`src/rtl/ub_read_streamer.sv`:
```
// ub_read_streamer: reads a run of consecutive unified-buffer words starting
// at a base address. The words are streamed out over a valid/ready interface,
// with a 3-entry FIFO that absorbs SRAM read latency and backpressure.
module ub_read_streamer #(
  parameter int ADDRESSSIZE = 10,
  parameter int WORDSIZE    = 64
) (
  input  logic                   clk,
  input  logic                   rst,
  input  logic                   start,
  input  logic [ADDRESSSIZE-1:0] base_addr,
  input  logic [ADDRESSSIZE:0]   length,
  output logic                   busy,
  output logic                   done,
  output logic                   ub_write_enable,
  output logic [ADDRESSSIZE-1:0] ub_address,
  input  logic [WORDSIZE-1:0]    ub_data_out,
  output logic                   out_valid,
  input  logic                   out_ready,
  output logic [WORDSIZE-1:0]    out_data,
  output logic                   out_last
);

  localparam int DEPTH = 3;
  localparam logic [ADDRESSSIZE:0]   ONE_LEN  = 1;
  localparam logic [ADDRESSSIZE-1:0] ONE_ADDR = 1;

  typedef enum logic [1:0] {S_IDLE, S_RUN, S_FIN} state_e;

  state_e                 state_q, state_d;
  logic [ADDRESSSIZE-1:0] base_q, base_d;
  logic [ADDRESSSIZE-1:0] issued_q, issued_d;
  logic [ADDRESSSIZE:0]   remaining_q, remaining_d;
  logic [ADDRESSSIZE-1:0] addr_q, addr_d;
  logic                   pending_q, pending_d;
  logic                   pend_last_q, pend_last_d;
  logic [1:0]             wr_ptr_q, wr_ptr_d;
  logic [1:0]             rd_ptr_q, rd_ptr_d;
  logic [1:0]             count_q, count_d;

  logic [WORDSIZE-1:0]    fifo_data_q [DEPTH];
  logic                   fifo_last_q [DEPTH];

  logic issue;
  logic push;
  logic pop;
  logic head_last;

  // Pointer advance for a 3-entry ring.
  function automatic logic [1:0] ptr_inc(input logic [1:0] p);
    return (p == 2'd2) ? 2'd0 : p + 2'd1;
  endfunction

  // Issue a read only if the word has a guaranteed FIFO slot.
  // The in-flight read counts as occupied.
  assign issue = (state_q == S_RUN) && (remaining_q != '0) &&
                 (({1'b0, count_q} + {2'b00, pending_q}) < 3'd3);
  assign push      = pending_q;
  assign out_valid = (count_q != 2'd0);
  assign pop       = out_valid && out_ready;
  assign head_last = fifo_last_q[rd_ptr_q];

  assign busy            = (state_q == S_RUN);
  assign done            = (state_q == S_FIN);
  assign ub_write_enable = 1'b0;
  // The address is live in the issue cycle, so the data returns one cycle
  // later. When no read is issued, the last issued address is held.
  assign ub_address      = issue ? (base_q + issued_q) : addr_q;

  // The FIFO storage is not reset, so the head is masked while empty.
  // This keeps out_data and out_last at 0 out of reset.
  assign out_data = out_valid ? fifo_data_q[rd_ptr_q] : '0;
  assign out_last = out_valid && head_last;

  // Next-state logic for the FSM and the transfer counters.
  always_comb begin
    // NOTE: every signal gets a default first, so no path leaves one unassigned and infers a latch.
    state_d     = state_q;
    base_d      = base_q;
    issued_d    = issued_q;
    remaining_d = remaining_q;
    case (state_q)
      S_IDLE, S_FIN: begin
        state_d = S_IDLE;
        if (start) begin
          base_d      = base_addr;
          issued_d    = '0;
          remaining_d = length;
          state_d     = (length == '0) ? S_FIN : S_RUN;
        end
      end
      S_RUN: begin
        if (issue) begin
          issued_d    = issued_q + ONE_ADDR;
          remaining_d = remaining_q - ONE_LEN;
        end
        if (pop && head_last) state_d = S_FIN;
      end
      default: state_d = S_IDLE;
    endcase
  end

  // Read-pipeline and FIFO bookkeeping.
  always_comb begin
    addr_d      = ub_address;
    pending_d   = issue;
    pend_last_d = issue && (remaining_q == ONE_LEN);
    wr_ptr_d    = push ? ptr_inc(wr_ptr_q) : wr_ptr_q;
    rd_ptr_d    = pop  ? ptr_inc(rd_ptr_q) : rd_ptr_q;
    case ({push, pop})
      2'b10:   count_d = count_q + 2'd1;
      2'b01:   count_d = count_q - 2'd1;
      default: count_d = count_q;
    endcase
  end

  // State registers with synchronous reset. A reset aborts any transfer.
  always_ff @(posedge clk) begin
    // NOTE: sequential state uses non-blocking assignments, so every register samples pre-edge values.
    if (rst) begin
      state_q     <= S_IDLE;
      base_q      <= '0;
      issued_q    <= '0;
      remaining_q <= '0;
      addr_q      <= '0;
      pending_q   <= 1'b0;
      pend_last_q <= 1'b0;
      wr_ptr_q    <= '0;
      rd_ptr_q    <= '0;
      count_q     <= '0;
    end else begin
      state_q     <= state_d;
      base_q      <= base_d;
      issued_q    <= issued_d;
      remaining_q <= remaining_d;
      addr_q      <= addr_d;
      pending_q   <= pending_d;
      pend_last_q <= pend_last_d;
      wr_ptr_q    <= wr_ptr_d;
      rd_ptr_q    <= rd_ptr_d;
      count_q     <= count_d;
    end
  end

  // FIFO storage captures the returning SRAM word.
  always_ff @(posedge clk) begin
    // NOTE: the data storage has no reset. Validity comes from count_q, which is reset.
    if (push) begin
      fifo_data_q[wr_ptr_q] <= ub_data_out;
      fifo_last_q[wr_ptr_q] <= pend_last_q;
    end
  end

endmodule
```
`config.mk`:
```
export PLATFORM = sky130hd
export DESIGN_NAME = ub_read_streamer
export DESIGN_NICKNAME = d
export VERILOG_FILES = /design/src/rtl/ub_read_streamer.sv
export SDC_FILE = /design/constraint.sdc
export NUM_CORES = 1
export LEC_CHECK = 0
export ABC_AREA = 1
export CAP_MARGIN = 20
export CORE_ASPECT_RATIO = 0.75
export CORE_MARGIN = 8
export CORE_UTILIZATION = 37
export DETAILED_ROUTE_END_ITERATION = 8
export DONT_BUFFER_PORTS = 1
export HOLD_SLACK_MARGIN = 0.08
export PLACE_DENSITY = 0.58
export SLEW_MARGIN = 10
export SYNTH_ARGS = -nofsm -noshare
export SYNTH_HDL_FRONTEND = slang
export SYNTH_SLANG_ARGS = --single-unit
export TNS_END_PERCENT = 50
```
`constraint.sdc`:
```
create_clock -name clk -period 13.73 [get_ports clk]
set_input_delay 2.0595 -clock clk [delete_from_list [all_inputs] [get_ports clk]]
set_output_delay 2.0595 -clock clk [all_outputs]
set_load 0.02 [all_outputs]
```
==> metrics.txt, run 1 <==
post-cts sizing count 0; Sequential Area ~6900 um^2; Post-CTS Setup Bufs 0; routed wire length around 25 mm; CP Max Fanout 36; io pins 168; # fillers around 2800; pwr dens 162 nW/um^2; P_int roughly 1300 uW; Final ANT Viol Nets 0; Crit Path Category flop to output pin; WL per Instance roughly 18 um; register area share after synthesis 64.6%; Arr. time, crit path 2.58 ns; CTS tree yes; Starting Density 37.2%; # H-tree levels 1; Net Sw Frac 30.9%; Pre-antenna DRT Iters 4; clock sink total 248; initial antenna violation count 1; yosys warns 0; Avg Cell Area, Syn 10.4 um^2; Setup Skew 0.00897 ns; CTS clk-pin slew, worst paths 0.06 ns; power share of the combinational group ~20%; max_slew headroom 32.0%; vias per cell 4.92; largest net degree at the start of global routing 99; CTS Buf Count 27; syn_nets ~1100; unrepaired setup endpoints after global routing no; final period utilization 33.8%; slowest CP cell inv_2; first-pass GRT wire length 39.2 mm; Clock Path Buffers 3; RePlAce Congestion 0.819; Post-Synthesis Cells 1032; worst slew pin tran approximately 1 ns; NumNets Final 1126; Residual DRC 0; VDD IR-drop max 79.8 uV; clock period minus worst slack 4.64 ns; setup tns final 0 ns; vias in the first global route 7006; sequential power share 44.6%; maximum clock rate 216 MHz; worst-path cell chain nor2_1 > inv_2 > buf_4 > o211ai_1 > inv_1; multi-input logic area between 3000 and 4000 um^2; port bufs 0; die area roughly 35000 um^2; die width 212 um; CP endpoint kind output pin; share of layout cells above drive strength 1 6.45%; Post-CTS Hold Fix Bufs 0; status complete, no violations; leak pwr 0.00488 uW; Layout Area Growth over Synthesis 10.8%; fin. max-slew vios 0; max_cap viols 0; clock share of power 35.4%; final setup fails 0; DP HPWL 15.7 mm; gr ovfl total 0; Post-synth EDFFs 195; root buffer cell clkbuf_16; Worst setup SP type flop; crit-path max cell delay 0.53 ns; Worst-Skew Late Latency 0.53 ns; DR iter-0 viols 460; final hold violations 0; Sw Pwr between 500 and 600 uW; worst hold path type flop to flop; row cnt 54; Yosys cell types 42; critical path required time 11.67 ns; Die Y 163 um; FFs w/ async S/R, synth 0%; flops & latches, synth 248; Core ar. 28800 um^2; main flop type after synthesis edfxtp_1; vias 7045; synthesized area 10700 um^2; GRT Overall Usage 14.2%; worst hold slack roughly 0.46 ns
[stage by stage]
stage	total power [uW]	cells	utilization, %	area (um^2)	worst slack, ns
detailed placement	1260	1383	38.4	11000	9.63
finish	1920	1431	41.2	11900	9.09
CTS	1950	1430	41.2	11900	9.05
global route	2020	1431	41.2	11900	8.89
floorplan	1180	1032	-	10700	8.27
global placement	1260	1383	38.4	11000	9.65
[power groups by stage]
| stage | registers (uW) | logic, uW | clock network [uW] |
|---|---|---|---|
| 6_report | 858 | 384 | 681 |
| 5_1_grt | 860 | 431 | 733 |
| 4_1_cts | 857 | 393 | 704 |
| 3_5_place_dp | 873 | 392 | 0 |
| 3_3_place_gp | 872 | 389 | 0 |
| 2_1_floorplan | 871 | 314 | 0 |
[worst max-delay path: cells and delay by family (launching register included)]
| kind | cells | cell delay, ns |
|---|---|---|
| DFF | 1 | 0.42 |
| and+or+nand+nor | 1 | 0.09 |
| AOI/OAI and AO/OA | 1 | 0.25 |
| buffers and inverters | 3 | 1.27 |
[area by class of cell]
type                       count  share of cell area, %
tap                          392                   4.13
sequential                   248                   58.3
inverter                     124                   4.02
timing repair buffer           8                  0.506
multi-input combinational    611                   26.1
clock inverter                12                  0.981
clock buffer                  35                   5.95
antenna                        1                 0.0211
[state kept, by name, summed over array words and instances, names as in the netlist, 3 cells and up, named ones only]
name and flops:
fifo_data_q 192, remaining_q 11, addr_q 10, base_q 10, issued_q 10, fifo_last_q 3
[final timing paths]
kind	to	from	cells past startpoint	slack, ns
worst max-delay path	out_data[14]	count_q[0]	5	9.09
worst min-delay path	addr_q[5]	addr_q[5]	2	0.46
worst max register to register	count_q[1]	count_q[0]	8	11.54
worst min register to register	addr_q[5]	addr_q[5]	2	0.46
[synth_stat cells, types with 4 or more instances]
| cell type | n | area (um^2) |
|---|---|---|
| a21oi_1 | 19 | 95.1 |
| nor2_1 | 91 | 342 |
| inv_1 | 121 | 454 |
| edfxtp_1 | 195 | 5860 |
| buf_1 | 11 | 41.3 |
| nand2_1 | 237 | 890 |
| dfxtp_1 | 53 | 1060 |
| nand2_2 | 5 | 31.3 |
| nor3_1 | 9 | 45.0 |
| nand4_1 | 5 | 31.3 |
| xor2_1 | 8 | 70.1 |
| nand3_1 | 97 | 485 |
| o21ai_0 | 33 | 165 |
| clkbuf_1 | 23 | 86.3 |
| or2_1 | 4 | 25.0 |
| buf_2 | 10 | 50.1 |
| ha_1 | 16 | 200 |
| o211ai_1 | 64 | 480 |
[cells by family after synthesis]
group,share of synthesized area (%)
AND/OR/NAND/NOR,18.5
flip-flops,64.6
buffers and inverters,6.63
AO/OA/AOI/OAI,7.52
adder cells (fa/ha/maj),2.06
XOR/XNOR,0.655
other,0.0350
[placed cells by master (no fill, tap or decap), types with 2 or more instances in the layout]
| cell type | Yosys | layout |
|---|---|---|
| o21ai_0 | 33 | 33 |
| buf_4 | 2 | 8 |
| xor2_1 | 8 | 8 |
| nand2_2 | 5 | 5 |
| clkinv_2 | 1 | 2 |
| nor3_1 | 9 | 7 |
| nor3b_1 | 2 | 2 |
| clkinvlp_4 | 0 | 2 |
| nand3b_1 | 2 | 2 |
| clkbuf_1 | 23 | 8 |
| nand4_1 | 5 | 5 |
| nor3_2 | 0 | 2 |
| nor2_1 | 91 | 90 |
| clkinv_1 | 0 | 5 |
| dfxtp_1 | 53 | 52 |
| nand2_1 | 237 | 237 |
| o21bai_1 | 2 | 2 |
| nand3_1 | 97 | 97 |
| ha_1 | 16 | 16 |
| clkbuf_16 | 0 | 27 |
| o211ai_1 | 64 | 64 |
| nor2_4 | 2 | 3 |
| bufinv_16 | 0 | 2 |
| a21oi_1 | 19 | 19 |
| inv_1 | 121 | 118 |
| edfxtp_1 | 195 | 195 |
| inv_2 | 1 | 3 |
| a21oi_2 | 2 | 2 |
| or2_1 | 4 | 4 |
[routing by layer]
metal	part of all wire, %	GRT usage, %
met4	2.4	3.85
met5	0	0
met2	43	21.8
met3	6.9	3.68
met1	48	19.6
(Power assumes the default switching activity.)
==> run 2: changes to the inputs <==
Settings changed: ABC_AREA 1 to 0, PLACE_DENSITY 0.58 to 0.6.
Clock period 13.73 ns to 3.8 ns, I/O delays scaled along.
==> run 2 against run 1 <==
Against the previous run: wire length decreased by 6.6%; core utilization increased by 1.4 points; critical path type unchanged; via count is 12% lower; global-route usage down 0.60 points; flip-flop and latch count is the same; largest power group unchanged.
==> metrics.txt, run 2 <==
share of layout cells above drive strength 1 7.38% (+0.92 points); vias per cell 5.16 (+4.8%); Post-CTS Hold Fix Bufs 3 (+3); DP HPWL 15.2 mm (-3.4%); gr ovfl total 0 (unchanged); Synth area leader edfxtp_1; final hold violations 0 (unchanged); root buffer cell clkbuf_16; maximum clock rate 293 MHz; ranking of synthesized cells by area edfxtp_1 57%, dfxtp_1 10%, mux2i_1 6.7%, nor2_1 5.6%, a21oi_1 5.3%; critical path required time 3.23 ns (-8.44 ns); unrepaired setup endpoints after global routing no; Starting Density 37.8% (+0.65 points); port bufs 0 (unchanged); most common cell after layout, fill and taps aside edfxtp_1; commonest non-fill, non-tap cells in the layout 195 x edfxtp_1, 150 x nor2_1, 109 x a21oi_1; CP endpoint ub_address[0]; DR iter-0 viols 271 (-41%); status complete, no violations; Yosys top cell area share 57.0% (+2.3 points); Worst setup SP type flop; syn_nets 942 (-17%); routed wire length 23.4 mm (-6.6%); Arr. time, crit path 2.85 ns (+0.27 ns); top post-synthesis cells by count 195 x edfxtp_1, 153 x nor2_1, 109 x a21oi_1, 69 x mux2i_1, 53 x dfxtp_1; NumNets Final 941 (-16%); CTS Buf Count 26 (-3.7%); largest net degree at the start of global routing 67 (-32%); Post-Synthesis Cells 836 (-19%); max_cap viols 0 (unchanged); Clock Path Buffers 3 (unchanged); RePlAce Congestion 0.810 (-1.1%); Post-CTS Setup Bufs 0 (unchanged); CP Max Fanout 14 (-61%); io pins 168 (unchanged); Setup Skew 0.0106 ns (+0.00161 ns); vias in the first global route 6005 (-14%); pwr dens 583 nW/um^2 (+260%); flop2flop setup slack 1.18 ns (-10.36 ns); worst reg2reg startpoint remaining_q[6]; die area 33400 um^2 (-3.7%); Placed Cells 1155 (-16%); final period utilization 89.9%; Die Y 160 um (-1.9%); Layout Area Growth over Synthesis 12.6%; leak pwr 0.00389 uW (-20%); main flop type after synthesis edfxtp_1; worst slew pin tran 0.989 ns (-0.0315 ns); VDD IR-drop max 431 uV (+440%); max_slew headroom 34.1% (+2.1 points); top-count cell post-synth edfxtp_1; WL per Instance 19.4 um (+11%); yosys warns 0 (unchanged); Worst-Skew Late Latency 0.53 ns (about the same); register area share after synthesis 67.4% (+2.7 points); final setup fails 0 (unchanged); synthesized area 10300 um^2 (-4.1%); Worst R2R End addr_q[0]; setup tns final 0 ns (unchanged); GRT Overall Usage 13.6% (-0.60 points); initial antenna violation count 0 (-1); Core ar. 27100 um^2 (-5.7%); clock period minus worst slack 3.42 ns; fin. max-slew vios 0 (unchanged); CTS clk-pin slew, worst paths 0.06 ns (about the same); Final ANT Viol Nets 0 (unchanged); Reg2Reg Depth 5 (-3); clock sink total 248 (unchanged); row cnt 52 (-3.7%); CP endpoint kind output pin; Finished Layout Cells 1205 (-16%); Post-synth EDFFs 195 (unchanged); Pre-antenna DRT Iters 4 (unchanged); # H-tree levels 1 (unchanged); antenna cells 0 (-1); worst hold path type primary input to flop; die width 208 um (-1.9%); # fillers 2507 (-11%); flops & latches, synth 248 (unchanged); Setup crit start remaining_q[6]; Yosys cell types 52 (+24%); first-pass GRT wire length 36.0 mm (-8.2%); top flop regs fifo_data_q x192, remaining_q x11; post-cts sizing count 0 (unchanged); FFs w/ async S/R, synth 0% (unchanged); Avg Cell Area, Syn 12.3 um^2 (+18%); vias 6218 (-12%); worst hold slack 0.114 ns (-0.350 ns); Largest register FFs 192 (unchanged); most flop-heavy register fifo_data_q; Crit Path Category flop to output pin; Residual DRC 0 (unchanged); CTS tree yes
## run 2: cell count changes in the layout (fill, tap and decap cells not counted), sizes merged, moves of 60 or more
cell / previous run / this run
nand2: 244 / 47
nand3: 98 / 9
a21oi: 21 / 109
o211ai: 64 / 0
nor2: 94 / 154
inv: 124 / 11
mux2i: 0 / 69
## run 2: area by class of cell
cell class	instances	area [um^2]	share of cell area (%)
Clock buffer	30	687	5.94
Clock inverter	17	139	1.20
Tap cell	351	439	3.80
Timing Repair Buffer	17	173	1.49
Sequential cell	248	6920	59.9
Multi-Input combinational cell	533	3160	27.4
Inverter	9	33.8	0.292
## run 2: power by group
| part | total, uW | switching [uW] | internal, uW | leakage [uW] |
|---|---|---|---|---|
| registers | 3110 | 79.8 | 3030 | 0.00219 |
| logic | 1170 | 852 | 321 | 0.00130 |
| clock network | 2450 | 1020 | 1430 | 0.000397 |
## run 2: metrics by stage
step	cell area, um^2	power, uW	setup WS, ns	util [%]
after floorplan	10300	4100	0.126	-
after global placement	10700	4350	1.00	39.5
after detailed placement	10700	4360	0.941	39.5
after CTS	11600	6840	0.357	42.6
after global routing	11600	7050	0.105	42.6
final	11600	6740	0.382	42.6
## run 2: critical path, cell delays in order (launching register included)
cell,delay [ns]
dfxtp_1,0.35
or4_1,0.68
nor4_4,0.55
nor2_2,0.25
mux2_1,0.49
## run 2: per-layer routing
metal | track usage (%) | wire length [um] | up-vias
met5 | 0 | 0 | -
met4 | 3.16 | 396 | 0
met3 | 4.87 | 2240 | 34
met2 | 21.2 | 10400 | 179
met1 | 17.8 | 10400 | 2968
li1 | - | - | 3037
## run 2: kinds of logic after synthesis
| kind of cell | Yosys count | synth area share (%) |
|---|---|---|
| AOI/OAI and AO/OA | 169 | 9.20 |
| DFF | 248 | 67.4 |
| and+or+nand+nor | 265 | 11.3 |
| adders and majority gates | 17 | 2.14 |
| xor gates and xnor gates | 10 | 0.853 |
| other | 1 | 0.0365 |
| buffers and inverters | 55 | 2.16 |
| muxes | 71 | 6.95 |
## run 2: worst min-delay path by stage
stage,from,end,depth (start not counted)
detailed placement,base_q[4],base_q[4],2
global route,rst,remaining_q[3],1
floorplan,pend_last_q,fifo_last_q[0],0
global placement,pend_last_q,fifo_last_q[2],0
CTS,rst,base_q[8],1
finish,rst,flop,1
